<file path="src/rtl/pwm_pkg.sv">
// Shared constants, FSM encoding and duty clamp for the PWM generator.
package pwm_pkg;

   localparam int         PWM_STEPS = 100;
   localparam logic [7:0] DUTY_MAX  = 8'd100;

   typedef enum logic [1:0] {
      IDLE  = 2'd0,
      RUN   = 2'd1,
      DRAIN = 2'd2
   } pwm_state_e;

   function automatic logic [7:0] clamp_duty(input logic [7:0] duty);
      return (duty > DUTY_MAX) ? DUTY_MAX : duty;
   endfunction

endpackage

</file>
<file path="src/rtl/pwm_prescaler.sv">
// Step-rate prescaler: oTick pulses once every PRESCALE clocks; iClr holds the count at zero.
module pwm_prescaler #(
   parameter int PRESCALE = 500
) (
   input  logic iClk,
   input  logic iRst,
   input  logic iClr,
   output logic oTick
);

   localparam logic [15:0] PRE_LAST = 16'(PRESCALE - 1);

   logic [15:0] rPre;

   assign oTick = (rPre == PRE_LAST);

   always_ff @(posedge iClk or posedge iRst) begin
      if (iRst)
         rPre <= '0;
      else if (iClr || oTick)
         rPre <= '0;
      else
         rPre <= rPre + 16'd1;
   end

endmodule

</file>
<file path="src/rtl/pwm_generator.sv">
// 100-step PWM with period-boundary duty shadowing, optional soft-start ramp
// and clean start/stop on iEnable.
module pwm_generator
   import pwm_pkg::*;
#(
   parameter int PRESCALE  = 500,
   parameter int RAMP_STEP = 0
) (
   input  logic       iClk,
   input  logic       iRst,
   input  logic       iEnable,
   input  logic [7:0] iDuty,
   output logic       oPwm,
   output logic       oPeriodStart,
   output logic [7:0] oDuty
);

   localparam logic [6:0] CNT_LAST = 7'(PWM_STEPS - 1);
   localparam logic [8:0] RAMP_INC = 9'(RAMP_STEP);

   pwm_state_e state, state_nxt;
   logic       tick, wrap, boundary_p0, pwm_p0;
   logic [6:0] rCnt, cnt_nxt;
   logic [7:0] rActive, active_nxt;

   // Increases are limited per period; the 9-bit sum cannot overflow.
   function automatic logic [7:0] ramp_duty(input logic [7:0] target,
                                            input logic [7:0] active);
      logic [8:0] sum;
      sum = {1'b0, active} + RAMP_INC;
      if (RAMP_STEP == 0 || target <= active)
         return target;
      else if (sum > {1'b0, target})
         return target;
      else
         return sum[7:0];
   endfunction

   pwm_prescaler #(
      .PRESCALE (PRESCALE)
   ) u_prescaler (
      .iClk  (iClk),
      .iRst  (iRst),
      .iClr  (state == IDLE),
      .oTick (tick)
   );

   assign wrap = tick && (rCnt == CNT_LAST);

   always_ff @(posedge iClk or posedge iRst) begin
      if (iRst)
         state <= IDLE;
      else
         state <= state_nxt;
   end

   always_comb begin
      state_nxt = state;
      unique case (state)
         IDLE:    if (iEnable) state_nxt = RUN;
         RUN:     if (!iEnable) state_nxt = DRAIN;
         DRAIN:   if (iEnable) state_nxt = RUN;
                  else if (wrap) state_nxt = IDLE;
         default: state_nxt = IDLE;
      endcase
   end

   // Next counter/duty values; the PWM compare uses them so oPwm lines up with oPeriodStart.
   always_comb begin
      unique case (state)
         IDLE:    boundary_p0 = iEnable;
         RUN:     boundary_p0 = wrap;
         DRAIN:   boundary_p0 = wrap && iEnable;
         default: boundary_p0 = 1'b0;
      endcase

      cnt_nxt = rCnt;
      if (state == IDLE || state_nxt == IDLE)
         cnt_nxt = '0;
      else if (tick)
         cnt_nxt = wrap ? 7'd0 : rCnt + 7'd1;

      active_nxt = rActive;
      if (state_nxt == IDLE)
         active_nxt = '0;
      else if (boundary_p0)
         active_nxt = ramp_duty(clamp_duty(iDuty), rActive);

      pwm_p0 = (state_nxt != IDLE) && ({1'b0, cnt_nxt} < active_nxt);
   end

   always_ff @(posedge iClk or posedge iRst) begin
      if (iRst) begin
         rCnt         <= '0;
         rActive      <= '0;
         oPwm         <= 1'b0;
         oPeriodStart <= 1'b0;
      end else begin
         rCnt         <= cnt_nxt;
         rActive      <= active_nxt;
         oPwm         <= pwm_p0;
         oPeriodStart <= boundary_p0;
      end
   end

   assign oDuty = rActive;

endmodule

</file>
<file path="config.mk">
export PLATFORM = sky130hd
export DESIGN_NAME = pwm_generator
export DESIGN_NICKNAME = d
export VERILOG_FILES = /design/src/rtl/pwm_pkg.sv /design/src/rtl/pwm_prescaler.sv /design/src/rtl/pwm_generator.sv
export SDC_FILE = /design/constraint.sdc
export NUM_CORES = 1
export LEC_CHECK = 0
export CAP_MARGIN = 15
export CORE_MARGIN = 1
export CORE_UTILIZATION = 40
export CTS_BUF_LIST = sky130_fd_sc_hd__clkbuf_16
export DETAILED_ROUTE_END_ITERATION = 8
export SLEW_MARGIN = 10
export SYNTH_ARGS = -nofsm -noshare
export SYNTH_HDL_FRONTEND = slang
export SYNTH_SLANG_ARGS = --single-unit
</file>
<file path="constraint.sdc">
create_clock -name iClk -period 8.3 [get_ports iClk]
set_input_delay 1.66 -clock iClk [delete_from_list [all_inputs] [get_ports iClk]]
set_output_delay 1.66 -clock iClk [all_outputs]
set_load 0.01 [all_outputs]
</file>
==> After elaboration in Yosys (flattened, before gate mapping) <==
Index checks and enable logic that the tools add are counted.
{ "word_totals": {"regBits": 35, "wordCells": 35} }
{ "classes": {"add_sub_neg": 2, "n_lt_le_gt_ge": 2, "eq_ne": 4, "muxes": 13, "n_reduce_logical": 8} }
{ "ops": {"columns": ["operator", "count"], "rows": [
  ["two-way mux 8 bit", 3],
  ["two-way mux 7 bit", 3],
  ["adder 16 x 1 -> 16 bit, second input constant", 1],
  ["== test 16 x 9 -> 1 bit, second input constant", 1],
  ["two-way mux 16 bit", 1],
  ["> comparator 8 x 7 -> 1 bit, second input constant", 1],
  ["less-than comparator 7 x 8 -> 1 bit", 1],
  ["two-way mux 2 bit", 4],
  ["adder 7 x 1 -> 7 bit, second input constant", 1],
  ["== test 7 bit, second input constant", 1],
  ["one-hot mux 2 bit (3 select lines)", 1],
  ["logical NOT 2 bit", 2],
  ["logical AND 1 bit", 3],
  ["one-hot mux 1 bit (3 select lines)", 1],
  ["== test 2 x 1 -> 1 bit, second input constant", 1],
  ["== test 2 bit, second input constant", 1],
  ["logical OR 1 bit", 2],
  ["nonzero test 2 bit", 1]
]} }

==> Longest topological paths before layout <==
Gate-level depths: netlist (run 1).
{ "logic_depth": {"word_depth": 10, "depth_mapped": 15} }

==> Modules after synthesis <==
A second synthesis (run 1) with hierarchy kept.
{ "unflattened": {"cells_unflattened": 222, "hier_area_um2": 2125.8} }
{ "modules_own_cells": {"columns": ["mod", "instances", "cells_each", "area_each_um2"], "rows": [
  ["pwm_generator", 1, 141, 1336.3],
  ["pwm_prescaler", 1, 81, 789.5]
]} }

==> Worst setup path after synthesis (run 1) <==
OpenSTA, ideal clock, no wires.
{ "synth_path": {"path_type": "input port to flip-flop", "start": "input port iEnable", "end": "register oPwm", "setup_time_ps": 87, "t_arrival_ps": 3608, "required_ps": 8213, "path_slack_ps": 4605, "cell_stages": 12, "path_buffers": 1, "cell_sequence": "nand2_1 o31ai_2 a2bb2oi_2 buf_2 a31oi_1 ha_1 a21o_1 a21oi_1 nor2_1 o21ai_0 a2bb2oi_1 a211oi_2"} }
{ "synth_via": {"elab_chain_cells": 7} }
{ "synth_lines": {"columns": ["element", "line", "rtl"], "rows": [
  ["from (decl)", "pwm_generator.sv:11", "input logic iEnable,"],
  ["two-way mux 2 bit, on equally long branches", "pwm_generator.sv:62, pwm_generator.sv:60, pwm_generator.sv:61", null],
  ["one-hot mux 2 bit (3 select lines)", "pwm_generator.sv:59", "unique case (state)"],
  ["logical NOT 2 bit", "pwm_generator.sv:78, pwm_generator.sv:84", null],
  ["logical OR 1 bit", "pwm_generator.sv:78", "if (state == IDLE || state_nxt == IDLE)"],
  ["two-way mux 7 bit", "pwm_generator.sv:78", null],
  ["less-than comparator 7 x 8 -> 1 bit", "pwm_generator.sv:89", "pwm_p0 = (state_nxt != IDLE) && ({1'b0, cnt_nxt} < active_nxt);"],
  ["logical AND 1 bit *", "pwm_generator.sv:89", null],
  ["net pwm_p0", "pwm_generator.sv:22", "logic tick, wrap, boundary_p0, pwm_p0;"],
  ["to (signal assigned)", "pwm_generator.sv:101", "oPwm <= pwm_p0;"],
  ["to (decl)", "pwm_generator.sv:13", "output logic oPwm,"]
]} }
Mark *: on every way through the listed nets, which the timed path passes. The rest lies on a longest branch.

==> Worst setup path in the final report (run 1) <==
Same ends and word-level chain as after synthesis.

==> flow_metrics.env, run 1 <==
export IMPL_grt_usage_pct=16.57
export IMPL_wire_per_inst_um=12.89
export IMPL_synth_cell_area_um2=1953
export IMPL_synth_most_common_cell="dfrtp_1"
export IMPL_synth_area_top_cells="dfrtp_1 45%, nor2_1 6.0%, xor2_1 5.4%"
export IMPL_syn_nets=224
export IMPL_ff_latch_area_um2=875.8
export IMPL_max_clock_freq_mhz=229.7
export IMPL_start_util_pct=41.35
export IMPL_antenna_found_initial=0
export IMPL_first_iter_violations=75
export IMPL_power_switching_uw=106.2
export IMPL_worst_pin_slew_ns=0.9119
export IMPL_pin_count=21
export IMPL_yosysWarnings=0
export IMPL_cp_startpoint="iEnable"
export IMPL_p_leak_nw=1.024
export IMPL_hpwl_mm=2.818
export IMPL_rsz0062_at_grt="no"
export IMPL_hold_path_class="reg2reg"
export IMPL_synth_seq_area_share_pct=44.84
export IMPL_combPwrFrac_pct=14.4
export IMPL_multi_input_area_um2=1012
export IMPL_die_h_um=71.88
export IMPL_pwr_share_seq_pct=44.3
export IMPL_timing_rr_start="u_prescaler.rPre[10]"
export IMPL_drive_gt1_share_pct=9.211
export IMPL_yosys_area_top_type="dfrtp_1"
export IMPL_htree_num_levels=2
export IMPL_cp_required_ns=8.49
export IMPL_rows=25
export IMPL_cp_arrival_ns=4.54
export IMPL_finalHoldViolations=0
export IMPL_grt_ovfl_total=0
export IMPL_dr_pass1_iters=4
export IMPL_drtAntennaViolNets=0
export IMPL_die_w_um=71.88
export IMPL_cts_root_buf="clkbuf_16"
export IMPL_synth_distinct_cells=46
export IMPL_grt_pass1_vias=1405
export IMPL_period_needed_ns=4.353
export IMPL_worstSetupStartpointType="primary input"
export IMPL_internal_power_uw=318.0
export IMPL_fin_crit_sh_pct=52.44
export IMPL_status="finished, final reports clean"
export IMPL_nNetsFinal=246
export IMPL_core_um2=4723
export IMPL_grt_pass1_wl_mm=6.513
export IMPL_powerDensity_nw_per_um2=179.9
export IMPL_cts_hold_buf=0
export IMPL_antennaDiodeCount=0
export IMPL_cpPeakStageDelay_ns=0.58
export IMPL_async_flop_share_pct=100.0
export IMPL_num_vias=1500
export IMPL_synth_seq_cells=35
export IMPL_route_detailed_drc=0
export IMPL_clock_latency_ns=0.28
export IMPL_finalSetupViolCount=0
export IMPL_setup_tns_ns=0
export IMPL_slew_headroom_pct=38.80
export IMPL_routed_wl_mm=3.802
export IMPL_synth_commonest_cells="35 x dfrtp_1, 31 x nor2_1, 22 x nand2_1"
export IMPL_report_final_slew_viol_count=0
export IMPL_endpoint_kind="flip-flop"
export IMPL_slowest_stage="a2bb2oi_2"
export IMPL_crit_path_cell_trace="clkdlybuf4s50_1, nand2_1, o31ai_2, a2bb2oi_2, nor2_1, a31oi_1, ha_1, a21o_1, a21oi_1, nor2_1, o21ai_0, a2bb2oi_1, a211oi_2"
export IMPL_cts_tree="done"
export IMPL_area_delta_synth_final_pct=20.69
export IMPL_clockPowerShare_pct=41.3
export IMPL_via_per_inst=5.085
export IMPL_hp_start="u_prescaler.rPre[0]"
export IMPL_syn_area_per_cell_um2=9.527
export IMPL_finClkSkew_ns=0.004038
export IMPL_critPathKind="in2reg"
export IMPL_synth_top_area_share_pct=44.84
export IMPL_cts_sinks=35
export IMPL_cts_resized=0
export IMPL_grt_max_degree=36
export IMPL_utilization_pct=49.91
export IMPL_cts_buffers_inserted=5
export IMPL_ir_worst_vdd_mv=0.1144
export IMPL_path_max_fanout=19
export IMPL_port_buffers=20
export IMPL_maxCapViolCount=0
export IMPL_syn_inst=205
export IMPL_ys_flop_type="dfrtp_1"
export IMPL_gp_congestion=0.7851
export IMPL_synth_edff_count=0
export IMPL_fill_cells=434
export IMPL_cpMostUsedCell="nor2_1"
export IMPL_path_clk_slew_ns=0.05
export IMPL_cts_path_max_buffers=2
export IMPL_post_cts_repair_setup_buffers=0
export IMPL_die_area_um2=5166
export IMPL_switching_share_pct=25.03
==> metal layers <==
layer  up-vias  track usage [%]  wire [um]
li1        772                -          -
met1       698            23.62       2004
met2        26            24.00       1624
met3         4            4.782        120
met4         0            5.882         51
met5         -                0          0
==> final cells by class <==
type / count / share of cell area [%]
clock buffers: 5 / 5.308
multi-input cells: 155 / 42.94
inverters: 8 / 1.274
repair buffers: 22 / 9.129
flip-flops and latches: 35 / 37.16
well taps: 67 / 3.556
clock inverters: 3 / 0.6369
==> placed cells by master, fill, tap and decap left out, types with 7 or more instances in the layout <==
cell / synthesis / final
nor2_1: 31 / 31
ha_1: 8 / 8
a21oi_1: 9 / 9
dfrtp_1: 35 / 35
clkdlybuf4s50_1: 0 / 20
or3_1: 7 / 7
inv_1: 7 / 7
o21ai_0: 7 / 7
xor2_1: 12 / 12
nand2_1: 22 / 22
==> power groups by stage <==
stage	Sequential, mW	Combinational [mW]	Clock (mW)
after global routing	0.189	0.0688	0.188
after CTS	0.188	0.0615	0.181
after global placement	0.191	0.0612	0
final	0.188	0.0612	0.175
after floorplan	0.190	0.0377	0
after detailed placement	0.191	0.0610	0
==> flip-flops by register name (all words and copies together) (netlist names) <==
name,count
oDuty,8
state,2
oPwm,1
oPeriodStart,1
u_prescaler.rPre,16
rCnt,7
==> metrics by stage <==
step / cell area, um^2 / hold WS, ns / worst slack (ns) / total power [mW] / cells
after floorplan: 1953 / 0.4754 / 4.605 / 0.2281 / 205
after global placement: 2210 / 0.5006 / 3.752 / 0.2519 / 286
after detailed placement: 2210 / 0.5081 / 3.694 / 0.2517 / 286
after global routing: 2357 / 0.5224 / 3.640 / 0.4460 / 295
after CTS: 2350 / 0.5158 / 3.942 / 0.4306 / 294
final: 2357 / 0.5114 / 3.947 / 0.4242 / 295
==> path summary, 6_finish.rpt <==
check	endpoint	slack (ns)	cells past startpoint
max	oPwm	3.95	13
min	u_prescaler.rPre[0]	0.51	1
max reg2reg	oPwm	4.55	13
min reg2reg	u_prescaler.rPre[0]	0.51	1
max in group asynchronous	rCnt[2]	6.19	3
min in group asynchronous	u_prescaler.rPre[8]	1.78	3
==> cell families after synthesis <==
logic type,Yosys count,share of synthesized area [%]
flops,35,44.84
fa+ha+maj,8,5.125
compound gates,46,18.13
buf+inv,15,3.331
xor+xnor,14,6.278
simple gates,87,22.29
==> critical path, delay by kind of cell <==
family                   cells  cell delay [ns]
AND/OR/NAND/NOR              3             0.44
adder cells (fa/ha/maj)      1             0.27
AO/OA/AOI/OAI                8             1.66
buffers and inverters        1             0.50
Power figures use the tool's default switching activity.
==> inputs of run 2 (changes only) <==
==> constraint.sdc (replaced) <==
create_clock -name iClk -period 4 [get_ports iClk]
set_input_delay 0.8 -clock iClk [delete_from_list [all_inputs] [get_ports iClk]]
set_output_delay 0.8 -clock iClk [all_outputs]
set_load 0.01 [all_outputs]
==> flow_metrics.env, run 2 (synthesis gave the netlist of run 1 again) <==
export IMPL_status="finished, final reports clean"
export IMPL_finalHoldViolations=0
export IMPL_path_clk_slew_ns=0.06
export IMPL_timing_rr_start="u_prescaler.rPre[14]"
export IMPL_fin_crit_sh_pct=89.21
export IMPL_rsz0062_at_grt="no"
export IMPL_post_cts_repair_setup_buffers=0
export IMPL_cts_buffers_inserted=5
export IMPL_grt_max_degree=36
export IMPL_grt_pass1_vias=1338
export IMPL_drive_gt1_share_pct=9.957
export IMPL_rows=25
export IMPL_finalSetupViolCount=0
export IMPL_die_w_um=71.88
export IMPL_worstSetupStartpointType="flip-flop"
export IMPL_htree_num_levels=2
export IMPL_reg2reg_depth=12
export IMPL_cts_sinks=35
export IMPL_wire_per_inst_um=13.52
export IMPL_maxCapViolCount=0
export IMPL_report_final_slew_viol_count=0
export IMPL_critPathKind="reg2reg"
export IMPL_setup_ws_ns=0.4317
export IMPL_largest_register_ffs=16
export IMPL_cts_tree="done"
export IMPL_endpoint_kind="flip-flop"
export IMPL_regToRegEndpoint="oPwm"
export IMPL_num_vias=1526
export IMPL_pin_count=21
export IMPL_grt_pass1_wl_mm=6.589
export IMPL_slew_headroom_pct=63.27
export IMPL_period_needed_ns=3.568
export IMPL_cts_path_max_buffers=2
export IMPL_powerDensity_nw_per_um2=376.8
export IMPL_cp_startpoint="u_prescaler.rPre[14]"
export IMPL_die_area_um2=5166
export IMPL_drtAntennaViolNets=0
export IMPL_gp_congestion=0.7871
export IMPL_routed_wl_mm=4.030
export IMPL_cts_resized=0
export IMPL_grt_usage_pct=16.89
export IMPL_crit_path_end="oPwm"
export IMPL_p_leak_nw=1.031
export IMPL_grt_ovfl_total=0
export IMPL_cp_required_ns=4.20
export IMPL_antenna_found_initial=0
export IMPL_fill_cells=432
export IMPL_die_h_um=71.88
export IMPL_start_util_pct=41.35
export IMPL_route_detailed_drc=0
export IMPL_hold_path_class="reg2reg"
export IMPL_area_delta_synth_final_pct=22.10
export IMPL_ir_worst_vdd_mv=0.2751
export IMPL_path_max_fanout=6
export IMPL_max_clock_freq_mhz=280.2
export IMPL_setup_tns_ns=0
export IMPL_cp_arrival_ns=3.77
export IMPL_via_per_inst=5.121
export IMPL_hp_start="u_prescaler.rPre[0]"
export IMPL_dr_pass1_iters=4
export IMPL_port_buffers=20
export IMPL_clock_latency_ns=0.28
export IMPL_core_um2=4723
export IMPL_worst_pin_slew_ns=0.5473
export IMPL_place_ws_ns=0.4105
export IMPL_antennaDiodeCount=0
export IMPL_final_common_cell="dfrtp_1"
export IMPL_cts_hold_buf=0
export IMPL_nNetsFinal=249
export IMPL_finClkSkew_ns=0.005987
export IMPL_first_iter_violations=154
export IMPL_hpwl_mm=2.903
export IMPL_regMostFlops="u_prescaler.rPre"
export IMPL_cts_root_buf="clkbuf_16"
export IMPL_r2r_slack_ns=0.43
export IMPL_final_cell_mix="35 x dfrtp_1, 31 x nor2_1, 22 x nand2_1, 20 x clkdlybuf4s50_1, 12 x xor2_1"
==> run 2: critical path: stages (launching register included) <==
cell and delay [ns]:
dfrtp_1 0.40, or4_1 0.59, nor4_2 0.51, nand4_1 0.24, or3_1 0.35, a21oi_1 0.24
ha_1 0.29, a21o_1 0.18, a21oi_1 0.24, nor2_1 0.06, o21ai_0 0.15, a2bb2oi_1 0.10
a211oi_2 0.13
==> run 2: final cells by class <==
cell class | count | area, um^2 | area share, %
flip-flops and latches | 35 | 875.8 | 36.73
multi-input cells | 155 | 1012 | 42.44
clock inverters | 3 | 20.02 | 0.8395
repair buffers | 25 | 237.7 | 9.969
clock buffers | 5 | 125.1 | 5.247
well taps | 67 | 83.83 | 3.515
inverters | 8 | 30.03 | 1.259
==> run 2: how the worst min path moves through the flow <==
stage	to	slack [ns]	cells past startpoint
finish	u_prescaler.rPre[0]	0.51	1
global placement	u_prescaler.rPre[0]	0.50	1
floorplan	u_prescaler.rPre[0]	0.48	1
global route	u_prescaler.rPre[0]	0.54	1
detailed placement	u_prescaler.rPre[0]	0.51	1
CTS	u_prescaler.rPre[0]	0.52	1
==> run 2: where the power goes <==
| part | internal (mW) | switching (mW) |
|---|---|---|
| combinational | 0.0628 | 0.0688 |
| clock | 0.229 | 0.148 |
| sequential | 0.373 | 0.0174 |
==> run 2: per-stage QoR <==
stage	power (mW)	hold WS [ns]	cell area (um^2)	instances	utilization (%)
2_1_floorplan	0.4733	0.4754	1953	205	-
3_3_place_gp	0.5272	0.5047	2232	289	47.26
3_5_place_dp	0.5272	0.5088	2232	289	47.26
4_1_cts	0.9072	0.5179	2377	297	50.33
5_1_grt	0.9392	0.5448	2385	298	50.49
6_report	0.8987	0.5112	2385	298	50.49
==> run 2: metal layers <==
layer	vias up	track usage [%]	share of wire [%]
li1	780	-	-
met1	724	25.86	54
met2	15	22.96	42
met3	7	4.219	2.4
met4	0	5.882	1.6
met5	-	0	0
